[src/rtl/reg_wb_ctrl.sv]
// Register-file write-back queue: merges ALU and load results (loads first) into
// an in-order FIFO and issues one registered register-file write per unstalled cycle.
module reg_wb_ctrl #(
    parameter int DEPTH = 4
) (
    input  logic                     CLK,
    input  logic                     RST_N,
    input  logic                     ALU_Valid,
    output logic                     ALU_Ready,
    input  logic [2:0]               ALU_W_ID,
    input  logic [15:0]              ALU_WData,
    input  logic                     MEM_Valid,
    output logic                     MEM_Ready,
    input  logic [2:0]               MEM_W_ID,
    input  logic [15:0]              MEM_WData,
    input  logic                     WB_Stall,
    output logic [2:0]               Reg_W_ID,
    output logic                     Reg_Write,
    output logic [15:0]              Reg_WData,
    output logic [7:0]               Busy,
    output logic [$clog2(DEPTH):0]   Count
);

    localparam int AW = $clog2(DEPTH);
    localparam int CW = AW + 1;

    logic [2:0]    id_mem   [DEPTH];
    logic [15:0]   data_mem [DEPTH];

    logic [AW-1:0] wr_ptr_reg;
    logic [AW-1:0] rd_ptr_reg;
    logic [CW-1:0] count_reg;

    logic [2:0]    reg_w_id_reg;
    logic [15:0]   reg_wdata_reg;
    logic          reg_write_reg;

    logic          full;
    logic          push_mem;
    logic          push_alu;
    logic          push;
    logic          pop;
    logic [2:0]    push_id;
    logic [15:0]   push_data;

    // Full uses the pre-edge count, so a same-cycle pop never frees a slot for a push.
    assign full      = (count_reg == CW'(DEPTH));
    assign MEM_Ready = RST_N & ~full;
    assign ALU_Ready = RST_N & ~full & ~MEM_Valid;

    assign push_mem  = MEM_Valid & MEM_Ready;
    assign push_alu  = ALU_Valid & ALU_Ready;
    assign push      = push_mem | push_alu;
    assign push_id   = push_mem ? MEM_W_ID  : ALU_W_ID;
    assign push_data = push_mem ? MEM_WData : ALU_WData;
    assign pop       = (count_reg != '0) & ~WB_Stall;

    // Queue storage carries no reset; occupancy is tracked by the pointers and count.
    always_ff @(posedge CLK) begin
        if (push) begin
            id_mem[wr_ptr_reg]   <= push_id;
            data_mem[wr_ptr_reg] <= push_data;
        end
    end

    always_ff @(posedge CLK or negedge RST_N) begin
        if (!RST_N) begin
            wr_ptr_reg <= '0;
            rd_ptr_reg <= '0;
            count_reg  <= '0;
        end else begin
            if (push)
                wr_ptr_reg <= wr_ptr_reg + 1'b1;
            if (pop)
                rd_ptr_reg <= rd_ptr_reg + 1'b1;
            case ({push, pop})
                2'b10:   count_reg <= count_reg + CW'(1);
                2'b01:   count_reg <= count_reg - CW'(1);
                default: count_reg <= count_reg;
            endcase
        end
    end

    always_ff @(posedge CLK or negedge RST_N) begin
        if (!RST_N) begin
            reg_w_id_reg  <= '0;
            reg_wdata_reg <= '0;
            reg_write_reg <= 1'b0;
        end else begin
            reg_write_reg <= pop;
            if (pop) begin
                reg_w_id_reg  <= id_mem[rd_ptr_reg];
                reg_wdata_reg <= data_mem[rd_ptr_reg];
            end
        end
    end

    // Per-slot scoreboard contribution: a slot counts only if it lies inside the live window.
    logic [7:0] entry_busy [DEPTH];

    generate
        for (genvar gi = 0; gi < DEPTH; gi++) begin : g_entry
            logic [AW-1:0] offset;
            assign offset         = AW'(gi) - rd_ptr_reg;
            assign entry_busy[gi] = ({1'b0, offset} < count_reg) ? (8'b1 << id_mem[gi]) : 8'h00;
        end
    endgenerate

    logic [7:0] busy_next;

    always_comb begin
        busy_next = 8'h00;
        for (int i = 0; i < DEPTH; i++)
            busy_next = busy_next | entry_busy[i];
    end

    assign Busy      = busy_next;
    assign Count     = count_reg;
    assign Reg_W_ID  = reg_w_id_reg;
    assign Reg_WData = reg_wdata_reg;
    assign Reg_Write = reg_write_reg;

endmodule

[config.mk]
export PLATFORM = sky130hd
export DESIGN_NAME = reg_wb_ctrl
export DESIGN_NICKNAME = d
export VERILOG_FILES = /design/src/rtl/reg_wb_ctrl.sv
export SDC_FILE = /design/constraint.sdc
export NUM_CORES = 1
export LEC_CHECK = 0
export CAP_MARGIN = 0
export CORE_ASPECT_RATIO = 0.5
export CORE_MARGIN = 2
export CORE_UTILIZATION = 57
export DETAILED_ROUTE_END_ITERATION = 16
export PLACE_DENSITY_LB_ADDON = 0.12
export SLEW_MARGIN = 20
export SYNTH_ARGS = -nofsm -noshare
export SYNTH_HDL_FRONTEND = slang
export SYNTH_SLANG_ARGS = --single-unit
[constraint.sdc]
create_clock -name CLK -period 3.65 [get_ports CLK]
set_input_delay 0.5475 -clock CLK [delete_from_list [all_inputs] [get_ports CLK]]
set_output_delay 0.5475 -clock CLK [all_outputs]
set_load 0.05 [all_outputs]
==> results.md, run 1 <==
* Outcome: completed
* Maxcap violations at 0
* VDD IR max at 0.534 mV
* Fmax at 0.319 GHz
* Drt total wl at 10.4 mm
* Pwr per Cell Area at 884 nW/um^2
* Gp weighted congestion at 0.791
* Total negative setup slack at 0 ns
* CP endpoint kind: output pin
* #FFs+latches synth at 103
* Max Slew Vio Count at 0
* Antenna diodes at 0
* Synth Cell Area at 4670 sq um
* Routed Antenna Nets at 0
* Iteration-0 DRC Markers at 216
* WHS at 0.508 ns
* Fin. Hold Viols at 0
* Hold wc startpoint: Reg_WData[7]
* Row count at 23
* Busiest grt layer: met2
* CTS Buffer Depth at 2
* Setup crit start: rd_ptr_reg[1]
* Largest register FFs at 64
* Worst path required time at 3.10 ns
* Drt first pass iters at 4
* Starting density of the core at 58.6%
* TritonCTS clock tree: yes
* RSZ-0062 raised after global routing: no
* Worst reg2reg setup slack at 1.29 ns
* Total CTS buffers at 9
* Static leakage at 2.19 nW
* Vias in the first global route at 2888
* Reg clk slew, reported paths at 0.07 ns
* Leading area contributor after synthesis: edfxtp_1
* Share of post-route cells with drive strength above 1 at 28.1%
* Tot GR Track Use at 24.7%
* Filler cell count at 489
* Wire per inst at 21.8 um
* Final Power at 5.24 mW
* Grt met1 use at 30.5%
* Synth unique cells at 48
* Met2 GRT Util at 44.1%
* Total core area at 7970 sq um
* Die X at 132 um
* IO Pins at 76
* Quantity of I/O buffers inserted on ports at 75
* Crit Path Category: register to output pin
* Post-CTS setup buffers at 0
* Path depth of the worst reg2reg path at 5
* Resized cells post-CTS at 0
* Met3 Use GR at 6.74%
* Minimum clock period at 3.13 ns
* Clock sinks at 103
* Post-synth EDFFs at 76
* Area Overhead vs Synth at 26.9%
* Most flops, register: data_mem
* Die height at 68.0 um
* Worst Path Arrival at 2.59 ns
* Type of the most critical hold path: register to register
* Worst skew pair latency at 0.34 ns
* Syn nets at 324
* Synth async-reset ratio at 26.2%
* Drt drc at 0
* First-pass GRT wire length at 15.9 mm
* Main synth FF type: edfxtp_1
* Antenna violations before repair at 0
* Reg2reg end: data_mem[1][1]
* Mean area per synthesized cell at 17.2 sq um
* Crit start category: register
* Root buffer cell: clkbuf_16
* Final net count at 411
* Post-Syn Instances at 271
* Largest fanout on the critical path at 6
* Least-Margin Pin Slew at 0.548 ns
* Sequential element share of the synthesized area at 63.3%
* H-Tree Depth at 3
* Slew HR at 62.5%
* Vias per cell at 5.78
* # hold bufs at CTS at 0
* Syn. warnings at 0
* Fin cells at 475
* Largest net degree at the start of global routing at 28
* Setup crit end: Busy[3]
* Final core utilization at 74.4%
* Total number of vias at 2744
* Clk_skew at 0.00524 ns
* Synth top area cells: edfxtp_1 49%, dfrtp_1 14%, mux4_2 7.7%
* Final count of negative-setup-slack endpoints at 0
* GRT overflow at 0
* Inst Count DP at 459
* Start of the worst register-to-register path: Count[1]
* Die footprint at 8980 sq um
* Period utilization at 85.8%
* Detail Placement HPWL at 6.96 mm
* Top-area cell type share of the netlist area at 48.9%
-- area by class of cell --
class                           instances  area (sq um)  area share [%]
Tap cell                              112           140            2.36
Timing Repair Buffer                   86           883            14.9
Multi-Input combinational cell        144          1590            26.8
Clock buffer                           10           239            4.03
Sequential cell                       103          2960            49.9
Inverter                               14          52.6           0.886
Clock inverter                          6          67.6            1.14
-- layer usage --
layer,routed length [um],vias up
met1,4440,1417
met3,479,10
met4,112,0
met5,0,-
li1,-,1227
met2,5330,90
-- layout by cell type, fill, tap and decap left out, types with 8 or more instances in the layout --
master,instances
edfxtp_1,76
clkdlybuf4s50_1,65
mux2_2,29
dfrtp_1,27
mux4_2,16
buf_4,15
inv_1,13
mux2_4,10
ha_1,9
clkbuf_16,9
nand2_1,8
-- through the flow --
stage | setup WS (ns) | area (sq um)
floorplan | 0.737 | 4670
global placement | 0.794 | 5620
detailed placement | 0.753 | 5620
CTS | 0.508 | 5930
global route | 0.343 | 5930
finish | 0.517 | 5930
-- worst min path at each step --
stage,to,cells past startpoint
2_1_floorplan,Count[0],0
3_3_place_gp,Reg_WData[7],1
3_5_place_dp,Reg_WData[10],1
4_1_cts,Reg_WData[7],1
5_1_grt,Reg_WData[7],1
6_report,Reg_WData[7],1
-- logic make-up (layout without fill, tap and decap cells) --
kind of cell | count (synthesis) | after routing | share of synthesized area (%)
buffers and inverters | 24 | 116 | 2.71
AND/OR/NAND/NOR | 40 | 40 | 4.71
XOR/XNOR | 7 | 7 | 1.31
multiplexers | 58 | 58 | 19.6
AO/OA/AOI/OAI | 29 | 29 | 5.49
flip-flops | 103 | 103 | 63.3
adder cells (fa/ha/maj) | 10 | 10 | 2.84
-- power by group --
group | internal [mW] | leakage (nW) | switching, mW
sequential | 1.59 | 1.01 | 0.185
combinational | 1.04 | 1.04 | 1.46
clock | 0.553 | 0.140 | 0.415
-- critical path: stages, from the launching register on --
cell and delay, ns:
dfrtp_1 0.47, xnor2_1 0.27, inv_1 0.08, ha_1 0.28
nand2b_1 0.08, o211ai_1 0.39, o32ai_1 0.17, a221o_2 0.33
buf_4 0.19
-- cells in the mapped netlist (3+ instances only) --
| cell | count |
|---|---|
| and2_1 | 4 |
| buf_6 | 4 |
| dfrtp_1 | 27 |
| edfxtp_1 | 76 |
| ha_1 | 9 |
| inv_1 | 13 |
| mux2_2 | 29 |
| mux2_4 | 10 |
| mux4_1 | 3 |
| mux4_2 | 16 |
| nand2_1 | 8 |
| nand2b_1 | 6 |
| nor2_1 | 7 |
| nor2b_1 | 6 |
| o211ai_1 | 3 |
| o221ai_1 | 3 |
| o32ai_1 | 3 |
| xnor2_1 | 4 |
| xor2_1 | 3 |
(Power assumes the default switching activity.)
==> inputs of run 2 (changes only) <==
GPL_ROUTABILITY_DRIVEN = 0   (was default)
==> run 2 against run 1 <==
Effect of this change:
- first-iteration DRC count shrank 35%
- register-to-register slack improved by 0.02 ns
- sequential power about the same
- flip-flop and latch count unchanged
- die area unchanged
- sequential share of layout area up 0.22 points
- design area fell by 0.44%
- via count shrank 0.84%
==> results.md, run 2 (synthesis gave the netlist of run 1 again) <==
* Quantity of I/O buffers inserted on ports at 75
* CP endpoint kind: output pin
* Starting density of the core at 58.6%
* Largest fanout on the critical path at 18
* Fin. Hold Viols at 0
* Largest net degree at the start of global routing at 28
* Type of the most critical hold path: register to register
* Minimum clock period at 3.10 ns
* Drt first pass iters at 4
* Share of post-route cells with drive strength above 1 at 27.8%
* Area Overhead vs Synth at 26.4%
* RSZ-0062 raised after global routing: no
* Filler cell count at 510
* Critical-path top delay cell: dfrtp_1
* Resized cells post-CTS at 0
* Antenna violations before repair at 0
* Fin area at 5900 sq um
* Die height at 68.0 um
* Worst skew pair latency at 0.35 ns
* Die X at 132 um
* Tot GR Track Use at 23.8%
* Commonest cells after routing, fill and taps aside: 76 x edfxtp_1, 65 x clkdlybuf4s50_1, 29 x mux2_2
* Placed instance area at 5600 sq um
* Slew HR at 65.2%
* Root buffer cell: clkbuf_16
* Detail Placement HPWL at 6.55 mm
* First-pass GRT wire length at 15.7 mm
* Wire per inst at 20.8 um
* Total negative setup slack at 0 ns
* Vias in the first global route at 2953
* CTS Buffer Depth at 2
* Routed Antenna Nets at 0
* Period utilization at 84.9%
* Clock sinks at 103
* Commonest non-fill, non-tap cell in the layout: edfxtp_1
* Vias per cell at 5.76
* Critical-path cell list: buf_4 -> ha_1 -> nor2b_1 -> or3b_4 -> o32ai_1 -> a221o_2 -> buf_4
* Pwr per Cell Area at 877 nW/um^2
* Total number of vias at 2721
* Worst path required time at 3.10 ns
* Iteration-0 DRC Markers at 140
* Path depth of the worst reg2reg path at 10
* Cell repeated most along the worst path: buf_4
* H-Tree Depth at 3
* Max Slew Vio Count at 0
* Row count at 23
* Area occupied by multi-input gates at 1590 sq um
* Drt drc at 0
* Antenna diodes at 0
* Slowest stage delay, CP at 0.48 ns
* FF/Latch Area at 2960 sq um
* Largest register FFs at 64
* Fmax at 0.323 GHz
* Maxcap violations at 0
* Drt total wl at 9.82 mm
* Total CTS buffers at 9
* TritonCTS clock tree: yes
* Least-Margin Pin Slew at 0.521 ns
* # hold bufs at CTS at 0
* Crit start category: register
* Final core utilization at 74.1%
* Worst Path Arrival at 2.55 ns
* Final count of negative-setup-slack endpoints at 0
* GRT overflow at 0
* Static leakage at 2.17 nW
* Reg clk slew, reported paths at 0.07 ns
* Total core area at 7970 sq um
* Outcome: completed
* Final net count at 408
* Crit Path Category: register to output pin
* Most flops, register: data_mem
* Die footprint at 8980 sq um
* Clk_skew at 0.00508 ns
* Post-CTS setup buffers at 0
* Hold Path Cell Cnt at 1
* VDD IR max at 0.449 mV
* IO Pins at 76
==> run 2: cell type report <==
cell class	instances	share of cell area [%]
Timing Repair Buffer	83	14.6
Sequential cell	103	50.1
Clock inverter	7	1.31
Tap cell	112	2.37
Multi-Input combinational cell	144	26.9
Inverter	14	0.890
Clock buffer	9	3.82
==> run 2: through the flow <==
step           worst slack [ns]  hold WS (ns)  cells  power, mW
2_1_floorplan             0.737         0.252    271       3.48
3_3_place_gp              0.879         0.489    456       4.18
3_5_place_dp              0.799         0.497    456       4.26
4_1_cts                   0.553         0.512    472       5.21
5_1_grt                   0.369         0.524    472       5.43
6_report                  0.551         0.508    472       5.17
==> run 2: critical path, delay by kind of cell, from the launching register on <==
kind	cells	cell delay, ns
DFF	1	0.48
adders and majority gates	1	0.20
and+or+nand+nor	2	0.57
AOI/OAI and AO/OA	2	0.50
buffers and inverters	2	0.46
==> run 2: worst paths after layout <==
check / startpoint / end / slack (ns)
setup reg to reg: Count[1] / Count[2] / 1.31
hold reg to reg: Reg_W_ID[0] / Reg_W_ID[0] / 0.51
setup / recovery: rd_ptr_reg[1] / Busy[3] / 0.55
hold / removal: Reg_W_ID[0] / Reg_W_ID[0] / 0.51
max in group asynchronous: RST_N / Count[1] / 2.61
min in group asynchronous: RST_N / Reg_WData[14] / 0.72
==> run 2: power by group <==
part	switching, mW	internal [mW]	total [mW]
logic	1.43	1.03	2.46
clock network	0.463	0.484	0.947
registers	0.178	1.59	1.76
==> run 2: layer usage <==
metal,up-vias,wire length [um],global-route usage [%]
li1,1227,-,-
met1,1413,4320,29.4
met2,68,5000,42.8
met3,13,358,5.70
met4,0,146,8.15
met5,-,0,0
==> inputs of run 3 (changes only) <==
CORE_UTILIZATION = 48   (was 57)
clock period = 2.8 ns   (was 3.65 ns; I/O delays follow)
==> run 3 against run 2 <==
Effect of this change:
- wire length is 3.9% lower
- global-route usage is 4.5 points lower
- critical path type unchanged
- combinational power is 36% higher
- first-iteration DRC count is 8.6% higher
- utilization is 10 points lower
- register-to-register slack worse by 0.58 ns
- clock skew is 0.0015 ns higher
- sequential power is 31% higher
- design area is 2.5% higher
- cell count is 6.6% higher
- largest power group unchanged
- critical path depth stayed put
==> results.md, run 3 (synthesis gave the netlist of run 1 again) <==
* Logic gate share of total power at 48.6%
* Max Slew Vio Count at 0
* Die X at 144 um
* Row count at 25
* Largest register FFs at 64
* Slew HR at 65.5%
* Area Overhead vs Synth at 29.5%
* Clock sinks at 103
* CTS Buffer Depth at 2
* Least-Margin Pin Slew at 0.515 ns
* Vias per cell at 5.40
* TritonCTS clock tree: yes
* VDD IR max at 0.413 mV
* Total negative setup slack at 0 ns
* Pre-CTS setup slack at 0.265 ns
* Sequential power share at 33.6%
* Hold wc startpoint: Reg_WData[4]
* Final setup margin at 0.0492 ns
* H-Tree Depth at 3
* Total CTS buffers at 9
* Pwr per Cell Area at 1140 nW/um^2
* Commonest non-fill, non-tap cell in the layout: edfxtp_1
* Tot GR Track Use at 19.3%
* Drt total wl at 9.44 mm
* Starting density of the core at 49.4%
* Crit start category: register
* Most flops, register: data_mem
* Fin. Hold Viols at 0
* RSZ-0062 raised after global routing: yes
* Vias in the first global route at 2792
* Outcome: completed
* Total number of vias at 2714
* Root buffer cell: clkbuf_16
* Crit Path Category: register to output pin
* Die height at 73.8 um
* Total core area at 9450 sq um
* Fmax at 0.364 GHz
* Maxcap violations at 0
* Commonest cells after routing, fill and taps aside: 76 x edfxtp_1, 65 x clkdlybuf4s50_1, 29 x mux2_2
* Detail Placement HPWL at 6.37 mm
* Period utilization at 98.2%
* Switching power at 2.66 mW
* Antenna violations before repair at 0
* GRT overflow at 0
* Largest net degree at the start of global routing at 28
* Static leakage at 2.24 nW
* Filler cell count at 701
* Setup crit start: rd_ptr_reg[1]
* Quantity of I/O buffers inserted on ports at 75
* Routed Antenna Nets at 0
* Wire per inst at 18.8 um
* Share of post-route cells with drive strength above 1 at 31.5%
* Clock power share at 17.8%
* Minimum clock period at 2.75 ns
* Type of the most critical hold path: register to register
* Largest fanout on the critical path at 18
* Worst Path Arrival at 2.33 ns
* Pint at 4.22 mW
* Die footprint at 10600 sq um
* # hold bufs at CTS at 0
* Drt first pass iters at 4
* IO Pins at 76
* FF/Latch Area at 2960 sq um
* Worst skew pair latency at 0.34 ns
* Iteration-0 DRC Markers at 152
* Drt drc at 0
* Final count of negative-setup-slack endpoints at 0
* Reg clk slew, reported paths at 0.06 ns
* Antenna diodes at 0
* Final net count at 416
* Sw frac at 38.7%
* Worst path required time at 2.38 ns
* CP endpoint kind: output pin
* Area occupied by multi-input gates at 1630 sq um
* First-pass GRT wire length at 14.7 mm
* Clk_skew at 0.00661 ns
* Start of the worst register-to-register path: Count[2]
==> run 3: final timing paths <==
path                            slack (ns)             to  cells after the start
worst max-delay path                  0.05        Busy[6]                      7
worst min-delay path                  0.51   Reg_WData[4]                      1
worst max register to register        0.73       Count[2]                      9
worst min register to register        0.51   Reg_WData[4]                      1
max in group asynchronous             1.82  rd_ptr_reg[1]                      2
min in group asynchronous             0.65   Reg_WData[6]                      2
==> run 3: per-layer routing <==
metal  track usage (%)  share of wire (%)  vias to the layer above
met4              6.32                1.7                        0
met5                 0                  0                        -
met1              24.1                 43                     1384
met3              5.28                4.9                       17
met2              33.3                 50                       73
li1                  -                  -                     1240
==> run 3: through the flow <==
step                instances  hold slack (ns)  total power, mW  utilization, %  cell area, sq um
floorplan                 271            0.124             4.53               -              4670
global placement          484            0.490             5.47            60.0              5670
detailed placement        484            0.500             5.57            60.0              5670
CTS                       501            0.515             6.84            63.4              5990
global route              503            0.528             7.22            64.0              6050
finish                    503            0.511             6.88            64.0              6050
==> run 3: area by class of cell <==
| class | count | area share [%] |
|---|---|---|
| flip-flops and latches | 103 | 48.9 |
| multi-input cells | 144 | 26.9 |
| repair buffers | 91 | 15.6 |
| clock buffers | 9 | 3.72 |
| well taps | 135 | 2.79 |
| clock inverters | 7 | 1.18 |
| inverters | 14 | 0.869 |
==> run 3: what timing repair did <==
item / CTS / global route
endpoints found under the setup margin: 7 / 8
endpoints found under the hold margin: 0 / 0
resized for setup: 6 / 9
pin swaps: 1 / 2
setup buffers: 1 / 2
==> run 3: power groups by stage <==
stage               logic [mW]  clock network, mW  registers (mW)
floorplan                 1.70                  0            2.84
global placement          3.17                  0            2.30
detailed placement        3.24                  0            2.33
CTS                       3.29               1.25            2.31
global route              3.57               1.30            2.36
finish                    3.34               1.22            2.31
==> run 3: worst max-delay path, cell delays in order, from the launching register on <==
cell and delay [ns]:
dfrtp_2 0.46, buf_8 0.19, ha_1 0.19, nor2b_1 0.14, or3b_4 0.44, o32ai_2 0.25, a311o_2 0.17, buf_6 0.15
